## src/rtl/alu_pkg.sv

```systemverilog
// Shared ALU definitions: opcode encodings and the ALU arbiter state encoding.
// Imported by the ALU sharing arbiter and any requester that builds ALU opcodes.
package alu_pkg;

  localparam logic [3:0] ALU_AND  = 4'b0000;
  localparam logic [3:0] ALU_OR   = 4'b0001;
  localparam logic [3:0] ALU_ADD  = 4'b0010;
  localparam logic [3:0] ALU_SLL  = 4'b0011;
  localparam logic [3:0] ALU_SUB  = 4'b0100;
  localparam logic [3:0] ALU_SRL  = 4'b0101;
  localparam logic [3:0] ALU_MUL  = 4'b0110;
  localparam logic [3:0] ALU_XOR  = 4'b0111;
  localparam logic [3:0] ALU_SLTU = 4'b1000;

  // Highest legal opcode; anything above it is reported as an error.
  localparam logic [3:0] ALU_OP_MAX = 4'b1000;

  typedef enum logic [1:0] {
    ST_IDLE = 2'd0,
    ST_EXEC = 2'd1,
    ST_RESP = 2'd2
  } alu_arb_state_e;

endpackage

```

## src/rtl/rr_arb2.sv

```systemverilog
// Two-way round-robin arbiter: a lone request wins, on a tie the port that did
// not win last time is granted. last_grant only moves when update_i is set.
module rr_arb2 (
  input  logic       clk_i,
  input  logic       rst_i,
  input  logic [1:0] req_i,
  input  logic       update_i,
  output logic [1:0] gnt_o
);

  logic last_q, last_d;

  always_comb begin
    gnt_o = 2'b00;
    unique case (req_i)
      2'b01:   gnt_o = 2'b01;
      2'b10:   gnt_o = 2'b10;
      2'b11:   gnt_o = last_q ? 2'b01 : 2'b10;
      default: gnt_o = 2'b00;
    endcase
  end

  always_comb begin
    last_d = last_q;
    if (update_i && (gnt_o != 2'b00)) begin
      last_d = gnt_o[1];
    end
  end

  // Reset to 1 so that port 0 wins the first tie.
  always_ff @(posedge clk_i) begin
    if (rst_i) begin
      last_q <= 1'b1;
    end else begin
      last_q <= last_d;
    end
  end

endmodule

```

## src/rtl/alu_share_arbiter.sv

```systemverilog
// Shares one integer ALU between the execute stage (port 0) and the address/branch
// helper (port 1). One operation in flight: IDLE -> EXEC -> RESP -> IDLE.
module alu_share_arbiter
  import alu_pkg::*;
#(
  parameter int unsigned WIDTH = 32,
  parameter int unsigned OPW   = 4
) (
  input  logic             clk,
  input  logic             rst,

  input  logic             req0_valid,
  output logic             req0_ready,
  input  logic [OPW-1:0]   req0_op,
  input  logic [WIDTH-1:0] req0_a,
  input  logic [WIDTH-1:0] req0_b,

  input  logic             req1_valid,
  output logic             req1_ready,
  input  logic [OPW-1:0]   req1_op,
  input  logic [WIDTH-1:0] req1_a,
  input  logic [WIDTH-1:0] req1_b,

  output logic             rsp0_valid,
  input  logic             rsp0_ready,
  output logic [WIDTH-1:0] rsp0_result,
  output logic             rsp0_zero,
  output logic             rsp0_err,

  output logic             rsp1_valid,
  input  logic             rsp1_ready,
  output logic [WIDTH-1:0] rsp1_result,
  output logic             rsp1_zero,
  output logic             rsp1_err,

  output logic [WIDTH-1:0] alu_reg1,
  output logic [WIDTH-1:0] alu_reg2,
  output logic [OPW-1:0]   alu_op,
  input  logic [WIDTH-1:0] alu_result,
  input  logic             alu_zero
);

  localparam logic [OPW-1:0] LegalMax = OPW'(ALU_OP_MAX);

  alu_arb_state_e state_q, state_d;

  logic [OPW-1:0]   op_q;
  logic [WIDTH-1:0] a_q, b_q;
  logic             owner_q;
  logic             err_q;
  logic [WIDTH-1:0] res_q;
  logic             zero_q;
  logic             rerr_q;

  logic [1:0]       arb_req;
  logic [1:0]       gnt;
  logic             accept;
  logic             rsp_take;
  logic [OPW-1:0]   sel_op;
  logic [WIDTH-1:0] sel_a, sel_b;

  // Requests are only visible to the arbiter in IDLE, so grant implies handshake.
  assign arb_req = (state_q == ST_IDLE) ? {req1_valid, req0_valid} : 2'b00;
  assign accept  = |gnt;

  rr_arb2 u_rr_arb2 (
    .clk_i    (clk),
    .rst_i    (rst),
    .req_i    (arb_req),
    .update_i (accept),
    .gnt_o    (gnt)
  );

  assign sel_op   = gnt[1] ? req1_op : req0_op;
  assign sel_a    = gnt[1] ? req1_a  : req0_a;
  assign sel_b    = gnt[1] ? req1_b  : req0_b;
  assign rsp_take = owner_q ? rsp1_ready : rsp0_ready;

  // State register.
  always_ff @(posedge clk) begin
    if (rst) begin
      state_q <= ST_IDLE;
    end else begin
      state_q <= state_d;
    end
  end

  // Next-state logic.
  always_comb begin
    state_d = state_q;
    unique case (state_q)
      ST_IDLE: if (accept) state_d = ST_EXEC;
      ST_EXEC: state_d = ST_RESP;
      ST_RESP: if (rsp_take) state_d = ST_IDLE;
      default: state_d = ST_IDLE;
    endcase
  end

  // Outputs; the ALU inputs always reflect the latched operands so they stay quiet
  // outside EXEC.
  always_comb begin
    req0_ready  = gnt[0];
    req1_ready  = gnt[1];
    rsp0_valid  = (state_q == ST_RESP) && !owner_q;
    rsp1_valid  = (state_q == ST_RESP) && owner_q;
    rsp0_result = res_q;
    rsp0_zero   = zero_q;
    rsp0_err    = rerr_q;
    rsp1_result = res_q;
    rsp1_zero   = zero_q;
    rsp1_err    = rerr_q;
    alu_reg1    = a_q;
    alu_reg2    = b_q;
    alu_op      = op_q;
  end

  // Operand capture on the request handshake, response capture at the end of EXEC.
  always_ff @(posedge clk) begin
    if (rst) begin
      op_q    <= '0;
      a_q     <= '0;
      b_q     <= '0;
      owner_q <= 1'b0;
      err_q   <= 1'b0;
      res_q   <= '0;
      zero_q  <= 1'b0;
      rerr_q  <= 1'b0;
    end else begin
      if (accept) begin
        op_q    <= sel_op;
        a_q     <= sel_a;
        b_q     <= sel_b;
        owner_q <= gnt[1];
        err_q   <= (sel_op > LegalMax);
      end
      if (state_q == ST_EXEC) begin
        res_q  <= err_q ? '0 : alu_result;
        zero_q <= err_q ? 1'b1 : alu_zero;
        rerr_q <= err_q;
      end
    end
  end

endmodule

```

## config.mk

```make
export PLATFORM = sky130hd
export DESIGN_NAME = alu_share_arbiter
export DESIGN_NICKNAME = d
export VERILOG_FILES = /design/src/rtl/alu_pkg.sv /design/src/rtl/rr_arb2.sv /design/src/rtl/alu_share_arbiter.sv
export SDC_FILE = /design/constraint.sdc
export NUM_CORES = 1
export LEC_CHECK = 0
export ABC_AREA = 1
export ABC_CLOCK_PERIOD_IN_PS = 3590
export CAP_MARGIN = 20
export CORE_AREA = 2 2 123 125
export DETAILED_ROUTE_END_ITERATION = 8
export DIE_AREA = 0 0 125 127
export HOLD_SLACK_MARGIN = 0.08
export MAX_ROUTING_LAYER = met4
export PLACE_DENSITY = 0.74
export SLEW_MARGIN = 20
export SYNTH_ARGS = -nofsm -noshare
export SYNTH_HDL_FRONTEND = slang
export SYNTH_HIERARCHICAL = 1
export SYNTH_SLANG_ARGS = --single-unit
```

## constraint.sdc

```tcl
create_clock -name clk -period 3.59 [get_ports clk]
set_input_delay 0.359 -clock clk [delete_from_list [all_inputs] [get_ports clk]]
set_output_delay 0.359 -clock clk [all_outputs]
set_load 0.1 [all_outputs]
```

==> summary.txt, run 1 <==
GRT
  – Global route overflow: 0
  – First-pass GRT wire length: approximately 24 mm
  – Number of antenna violations at the first check in global routing: 0
  – Maximum number of pins on one net before global-route repair: 69
  – Total global routing track utilization: 0.197
  – Via count of the first global-routing pass: between 4000 and 5000

Drt
  – Highest metal layer with signal wires: met4
  – Total number of vias: 4793
  – Metal3 WL: around 1.2 mm
  – Number of nets still failing antenna checks after routing: 0
  – Vias per cell: about 4.6
  – Routed wirelength normalized by instance count: 14.9 um
  – Initial drt markers: 243
  – Routed WL: around 15 mm
  – Metal-1 WL: approximately 6.4 mm
  – Remaining DRCs: 0
  – Met2 routed wirelength: 7.36 mm
  – First-pass detailed-route iteration total: 4

Clocking
  – Clock root buffer: sky130_fd_sc_hd__clkbuf_16
  – CTS Buf Count: 9
  – Largest buffer count on any clock path: 2
  – H-tree Lvls: 3
  – Number of buffers added for setup after CTS: 0
  – TritonCTS clock tree: yes
  – Cells resized by post-CTS repair: 0
  – Clock network latency to the later pin of the worst-skew pair: between 300 and 400 ps
  – Clock input transition at the sequential cells of the worst setup and hold paths: approximately 70 ps
  – Number of hold buffers added after CTS: 0
  – Clock tree sinks: approximately 110

Timing
  – Worst hold slack after final layout: between 400 and 500 ps
  – Number of setup violations in the final report: 0
  – Slew Limit Headroom: 0.314
  – Number of pins exceeding their max-slew limit in the final report: 0
  – Final critical delay including setup and external delays: 2620 ps
  – Slew at the pin with the worst max-slew slack: approximately 1000 ps
  – Setup TNS: 0 ps
  – FMAX: 0.382 GHz
  – Final Cycle Share: 0.730
  – Unrepaired setup endpoints after global routing: false
  – Final setup skew: 8.30 ps
  – Hold Vio Cnt, Final: 0

Power and ir drop
  – Power density normalized to cell area: 810 nW/um^2
  – Worst-case vdd ir drop: between 0.4 and 0.5 mV
  – Static power due to leakage: about 3.1 nW

Place
  – Number of port buffers: between 300 and 400
  – Routability cong.: about 0.86
  – Total half-perimeter wirelength after legalization and detailed placement: 11.3 mm

Setup path
  – WP data arrival: about 2900 ps
  – Top fanout value on the critical path: 44
  – Critical path capture point type: register
  – Critical setup path kind: register to register
  – Data required time of the worst path: between 3000 and 4000 ps
  – Worst setup SP type: register
  – Reg2reg path depth: 10

Die
  – Number of placement rows: 44
  – Starting utilization of the core area: 0.324
  – Floorplan die width: 125 um
  – Placeable core region: about 14000 sq um
  – Total Die Area: roughly 16000 sq um
  – Die boundary height: roughly 130 um
  – Ports placed on the boundary: between 300 and 400

Synthesis
  – Leading cell type by number of instances after synthesis: sky130_fd_sc_hd__nor2_1
  – Cells taking the most area after synthesis: sky130_fd_sc_hd__dfxtp_1 46%, sky130_fd_sc_hd__nor2_1 12%, sky130_fd_sc_hd__nor3_2 8.6%
  – Library cell occupying the most area in the post-synthesis netlist: sky130_fd_sc_hd__dfxtp_1
  – Fraction of registers with async set or reset after synthesis: 0
  – Seq cells post-synth: between 100 and 150
  – Proportion of netlist area held by the largest area contributor: 0.458
  – Synthesis Warnings: 6
  – Distinct cells, synth: 21
  – Register area share after synthesis: 0.458
  – Avg Synthesized Cell Area: slightly below 8 sq um
  – Ranking of synthesized cells by instance count: 151 x sky130_fd_sc_hd__nor2_1, 107 x sky130_fd_sc_hd__dfxtp_1, 59 x sky130_fd_sc_hd__o21ai_0
  – Synthesized netlist net count: about 760
  – Predominant post-synthesis flop cell: sky130_fd_sc_hd__dfxtp_1
  – Mapped Cells: roughly 590
  – Number of synthesized flops with an enable pin: 0
  – Cell Area, Synth: about 4700 sq um

Layout
  – Proportion of layout cells with a drive suffix above 1: 0.0786
  – Fill cell count: ~1400
  – Net count, final: 1022
  – Diodes inserted: 0
  – Synth-to-Final Area Change: 70.0%

Hold path
  – Min-delay worst type: register to register
  – Hold Path Cell Cnt: 2

Run status
  – Run status: finished, final reports clean

Flow run
  – Maxcap violations: 0
[path summary, 6_finish.rpt]
check               startpoint  slack, ps            to
setup / recovery    state_q[0]        970     alu_op[2]
hold / removal    alu_reg2[18]        490  alu_reg2[18]
setup reg to reg    state_q[0]        970     alu_op[2]
hold reg to reg   alu_reg2[18]        490  alu_reg2[18]
[critical path, stage by stage (launching register included)]
cell	delay (ps)
sky130_fd_sc_hd__dfxtp_1	350
sky130_fd_sc_hd__nor2_1	160
sky130_fd_sc_hd__inv_1	70
sky130_fd_sc_hd__nor2_1	150
sky130_fd_sc_hd__a21boi_1	90
sky130_fd_sc_hd__buf_4	200
sky130_fd_sc_hd__nor2_1	560
sky130_fd_sc_hd__inv_2	380
sky130_fd_sc_hd__buf_12	290
sky130_fd_sc_hd__o21ai_0	190
sky130_fd_sc_hd__a21oi_1	60
[layout by cell type, fill, tap and decap left out]
| master | instances |
|---|---|
| sky130_fd_sc_hd__a211oi_1 | 1 |
| sky130_fd_sc_hd__a21boi_1 | 2 |
| sky130_fd_sc_hd__a21oi_1 | 7 |
| sky130_fd_sc_hd__a22oi_1 | 32 |
| sky130_fd_sc_hd__buf_12 | 2 |
| sky130_fd_sc_hd__buf_4 | 5 |
| sky130_fd_sc_hd__bufinv_16 | 2 |
| sky130_fd_sc_hd__clkbuf_1 | 2 |
| sky130_fd_sc_hd__clkbuf_16 | 9 |
| sky130_fd_sc_hd__clkbuf_8 | 1 |
| sky130_fd_sc_hd__clkdlybuf4s50_1 | 312 |
| sky130_fd_sc_hd__clkinv_2 | 1 |
| sky130_fd_sc_hd__clkinv_4 | 1 |
| sky130_fd_sc_hd__dfxtp_1 | 107 |
| sky130_fd_sc_hd__inv_1 | 26 |
| sky130_fd_sc_hd__inv_2 | 3 |
| sky130_fd_sc_hd__nand2_1 | 54 |
| sky130_fd_sc_hd__nand2_2 | 2 |
| sky130_fd_sc_hd__nand3_1 | 14 |
| sky130_fd_sc_hd__nor2_1 | 151 |
| sky130_fd_sc_hd__nor2_4 | 1 |
| sky130_fd_sc_hd__nor3_1 | 18 |
| sky130_fd_sc_hd__nor3_2 | 40 |
| sky130_fd_sc_hd__o21ai_0 | 59 |
[sequential cells by signal, indices dropped and copies added, names as in the netlist, 2 cells and up]
signal       count
alu_op           4
alu_reg1        32
alu_reg2        32
rsp0_result     32
state_q          2
[layout make-up]
| cell class | instances | area, sq um | area share |
|---|---|---|---|
| clock buffers | 12 | 246 | 0.0310 |
| inverters | 29 | 109 | 0.0137 |
| repair buffers | 319 | 3200 | 0.403 |
| multi-input cells | 381 | 1950 | 0.245 |
| well taps | 184 | 230 | 0.0290 |
| flip-flops and latches | 107 | 2140 | 0.269 |
| clock inverters | 4 | 73.8 | 0.00929 |
[power by group]
group	switching [mW]	leakage (nW)	total [mW]	internal, mW
Clock	0.432	0.157	1.06	0.631
Combinational	2.88	2.10	3.78	0.904
Sequential	0.154	0.883	1.59	1.44
[logic make-up after synthesis]
group / count (synthesis) / synth area share
compound gates: 101 / 0.127
flops: 107 / 0.458
simple gates: 280 / 0.289
buf+inv: 101 / 0.126
[metrics by stage]
step	instance area [sq um]	total power [mW]	util	setup slack, ps	std cells
floorplan	4680	4.56	-	351	589
global placement	7630	5.40	0.529	733	1020
detailed placement	7630	5.41	0.529	671	1020
CTS	7950	6.51	0.551	930	1036
global route	7950	6.72	0.551	640	1036
finish	7950	6.44	0.551	969	1036
[metal layers]
metal | GRT usage | up-vias
met3 | 0.0540 | 31
met2 | 0.317 | 225
met5 | - | -
li1 | - | 2402
met4 | 0.0778 | 0
met1 | 0.235 | 2135
Power figures use the tool's default switching activity.
==> run 2, diff against run 1 <==
--- a/config.mk
+++ b/config.mk
@@ -6,14 +6,14 @@
 export NUM_CORES = 1
 export LEC_CHECK = 0
 export ABC_AREA = 1
-export ABC_CLOCK_PERIOD_IN_PS = 3590
+export ABC_CLOCK_PERIOD_IN_PS = 2700
 export CAP_MARGIN = 20
-export CORE_AREA = 2 2 123 125
+export CORE_AREA = 2 2 121 123
 export DETAILED_ROUTE_END_ITERATION = 8
-export DIE_AREA = 0 0 125 127
+export DIE_AREA = 0 0 123 125
 export HOLD_SLACK_MARGIN = 0.08
 export MAX_ROUTING_LAYER = met4
-export PLACE_DENSITY = 0.74
+export PLACE_DENSITY = 0.76
 export SLEW_MARGIN = 20
 export SYNTH_ARGS = -nofsm -noshare
 export SYNTH_HDL_FRONTEND = slang
==> constraint.sdc (replaced) <==
create_clock -name clk -period 2.7 [get_ports clk]
set_input_delay 0.27 -clock clk [delete_from_list [all_inputs] [get_ports clk]]
set_output_delay 0.27 -clock clk [all_outputs]
set_load 0.1 [all_outputs]
==> run 2 against run 1 <==
Against the previous run: register-to-register slack lost 360 ps; non-clock buffer count grew 7; sequential cell count is the same; combinational power grew 32%; critical path type is now register to primary output; final area shrank 3.2%; die area shrank 3.1%; clock skew is essentially flat; highest routed layer unchanged; worst setup slack lost 360 ps; largest power group unchanged; global-route usage grew 0.84 points.
==> summary.txt, run 2 (synthesis results as in run 1) <==
Drt
  – Total number of vias: just under 5000
  – Number of nets still failing antenna checks after routing: 0
  – Vias per cell: approximately 4.6
  – Routed wirelength normalized by instance count: about 15 um
  – Routed WL: between 15 and 20 mm
  – Initial drt markers: between 100 and 150
  – Remaining DRCs: 0
  – First-pass detailed-route iteration total: 4

Setup path
  – Worst stage delay on the critical path: around 360 ps
  – Logic depth of the worst setup path including buffers: 6
  – CP Buf/Inv Count: 3
  – Critical Path Most Common Cell: sky130_fd_sc_hd__nor2_1
  – Ordered cell list for the critical path: nor2_1 -> inv_1 -> nor2_1 -> a21boi_2 -> buf_4 -> buf_12
  – Critical path capture point type: primary output
  – Top Family by Delay on Critical Path: buffers and inverters
  – Worst setup SP type: register
  – Data required time of the worst path: about 2400 ps
  – Startpoint of the most critical register-to-register path: state_q[0]
  – Worst Setup SP: state_q[0]
  – Reg2reg path depth: 11
  – Critical setup path kind: register to primary output
  – Library cell contributing the largest single delay on the critical path: sky130_fd_sc_hd__dfxtp_1
  – WP data arrival: roughly 1800 ps
  – Top fanout value on the critical path: 15

GRT
  – Number of antenna violations at the first check in global routing: 0
  – Maximum number of pins on one net before global-route repair: 51
  – Total global routing track utilization: 0.205
  – First-pass GRT wire length: ~24 mm
  – Via count of the first global-routing pass: around 4600
  – Global route overflow: 0

Timing
  – Unrepaired setup endpoints after global routing: false
  – Final setup skew: between 7 and 8 ps
  – Final Cycle Share: 0.776
  – Worst setup slack after layout: between 600 and 700 ps
  – Slew Limit Headroom: 0.472
  – Number of pins exceeding their max-slew limit in the final report: 0
  – Hold Vio Cnt, Final: 0
  – Final critical delay including setup and external delays: between 2000 and 2500 ps
  – Number of setup violations in the final report: 0
  – Setup TNS: 0 ps
  – Slew at the pin with the worst max-slew slack: between 700 and 800 ps
  – FMAX: roughly 0.48 GHz

Clocking
  – Largest buffer count on any clock path: 2
  – TritonCTS clock tree: yes
  – Cells resized by post-CTS repair: 0
  – Clock input transition at the sequential cells of the worst setup and hold paths: approximately 70 ps
  – Number of buffers added for setup after CTS: 0
  – H-tree Lvls: 3
  – Clock tree sinks: 107
  – Clock root buffer: sky130_fd_sc_hd__clkbuf_16
  – CTS Buf Count: 9
  – Number of hold buffers added after CTS: 0
  – Clock network latency to the later pin of the worst-skew pair: ~350 ps

Die
  – Floorplan die width: 123 um
  – Starting utilization of the core area: 0.329
  – Ports placed on the boundary: 315
  – Total Die Area: 15400 sq um
  – Die boundary height: 125 um
  – Placeable core region: around 14000 sq um
  – Number of placement rows: 44

Place
  – Routability cong.: roughly 0.86
  – Worst slack at placement: approximately 360 ps
  – Total half-perimeter wirelength after legalization and detailed placement: roughly 12 mm
  – Number of port buffers: between 300 and 400

Run status
  – Run status: finished, final reports clean

Layout
  – Fill cell count: roughly 1400
  – Utilization after layout: 0.541
  – Commonest non-fill, non-tap cells in the layout: 174 x sky130_fd_sc_hd__clkdlybuf4s50_1, 151 x sky130_fd_sc_hd__nor2_1, 148 x sky130_fd_sc_hd__buf_4, 107 x sky130_fd_sc_hd__dfxtp_1, 59 x sky130_fd_sc_hd__o21ai_0
  – Net count, final: about 1000
  – Synth-to-Final Area Change: 64.4%
  – Most common cell after layout, fill and taps aside: sky130_fd_sc_hd__clkdlybuf4s50_1
  – Proportion of layout cells with a drive suffix above 1: 0.251
  – Diodes inserted: 0

Power and ir drop
  – Worst-case vdd ir drop: ~0.55 mV
  – Power density normalized to cell area: ~1100 nW/um^2
  – Static power due to leakage: about 3.4 nW

Flow run
  – Maxcap violations: 0

Hold path
  – Launch point of the worst hold path: alu_reg2[15]
  – Min-delay worst type: register to register
  – Hold Path Cell Cnt: 2
-- run 2: final cells by class --
| class | count | area, sq um | area share |
|---|---|---|---|
| tap | 184 | 230 | 0.0299 |
| inverter | 29 | 109 | 0.0142 |
| multi-input combinational | 381 | 1950 | 0.254 |
| clock buffer | 12 | 267 | 0.0347 |
| timing repair buffer | 326 | 2930 | 0.381 |
| sequential | 107 | 2140 | 0.279 |
| clock inverter | 4 | 56.3 | 0.00732 |
-- run 2: routing by layer --
| metal | wire length, um | global-route usage | vias up |
|---|---|---|---|
| li1 | - | - | 2417 |
| met1 | 6020 | 0.215 | 2170 |
| met2 | 7800 | 0.354 | 223 |
| met3 | 1480 | 0.0593 | 27 |
| met4 | 450 | 0.0916 | 0 |
| met5 | 0 | - | - |
-- run 2: report_power, final --
part / internal [mW] / switching, mW / leakage [nW]
Combinational: 1.12 / 3.86 / 2.38
Clock: 0.803 / 0.604 / 0.159
Sequential: 1.91 / 0.202 / 0.883
-- run 2: worst paths after layout --
path	slack, ps	end
max	600	req1_ready
min	490	alu_reg2[15]
max reg2reg	610	alu_op[3]
min reg2reg	490	alu_reg2[15]
-- run 2: worst register-to-register path: cells and delay by family, from the launching register on --
| kind | cells | cell delay [ps] |
|---|---|---|
| AO/OA/AOI/OAI | 2 | 380 |
| buffers and inverters | 5 | 730 |
| flip-flops | 1 | 360 |
| AND/OR/NAND/NOR | 4 | 520 |
-- run 2: through the flow --
step / power, mW / cell area (sq um) / hold slack (ps) / cells
CTS: 8.59 / 7690 / 493 / 1043
finish: 8.50 / 7690 / 491 / 1043
global route: 8.88 / 7690 / 497 / 1043
floorplan: 6.07 / 4680 / 378 / 589
global placement: 7.14 / 7370 / 479 / 1027
detailed placement: 7.16 / 7370 / 479 / 1027
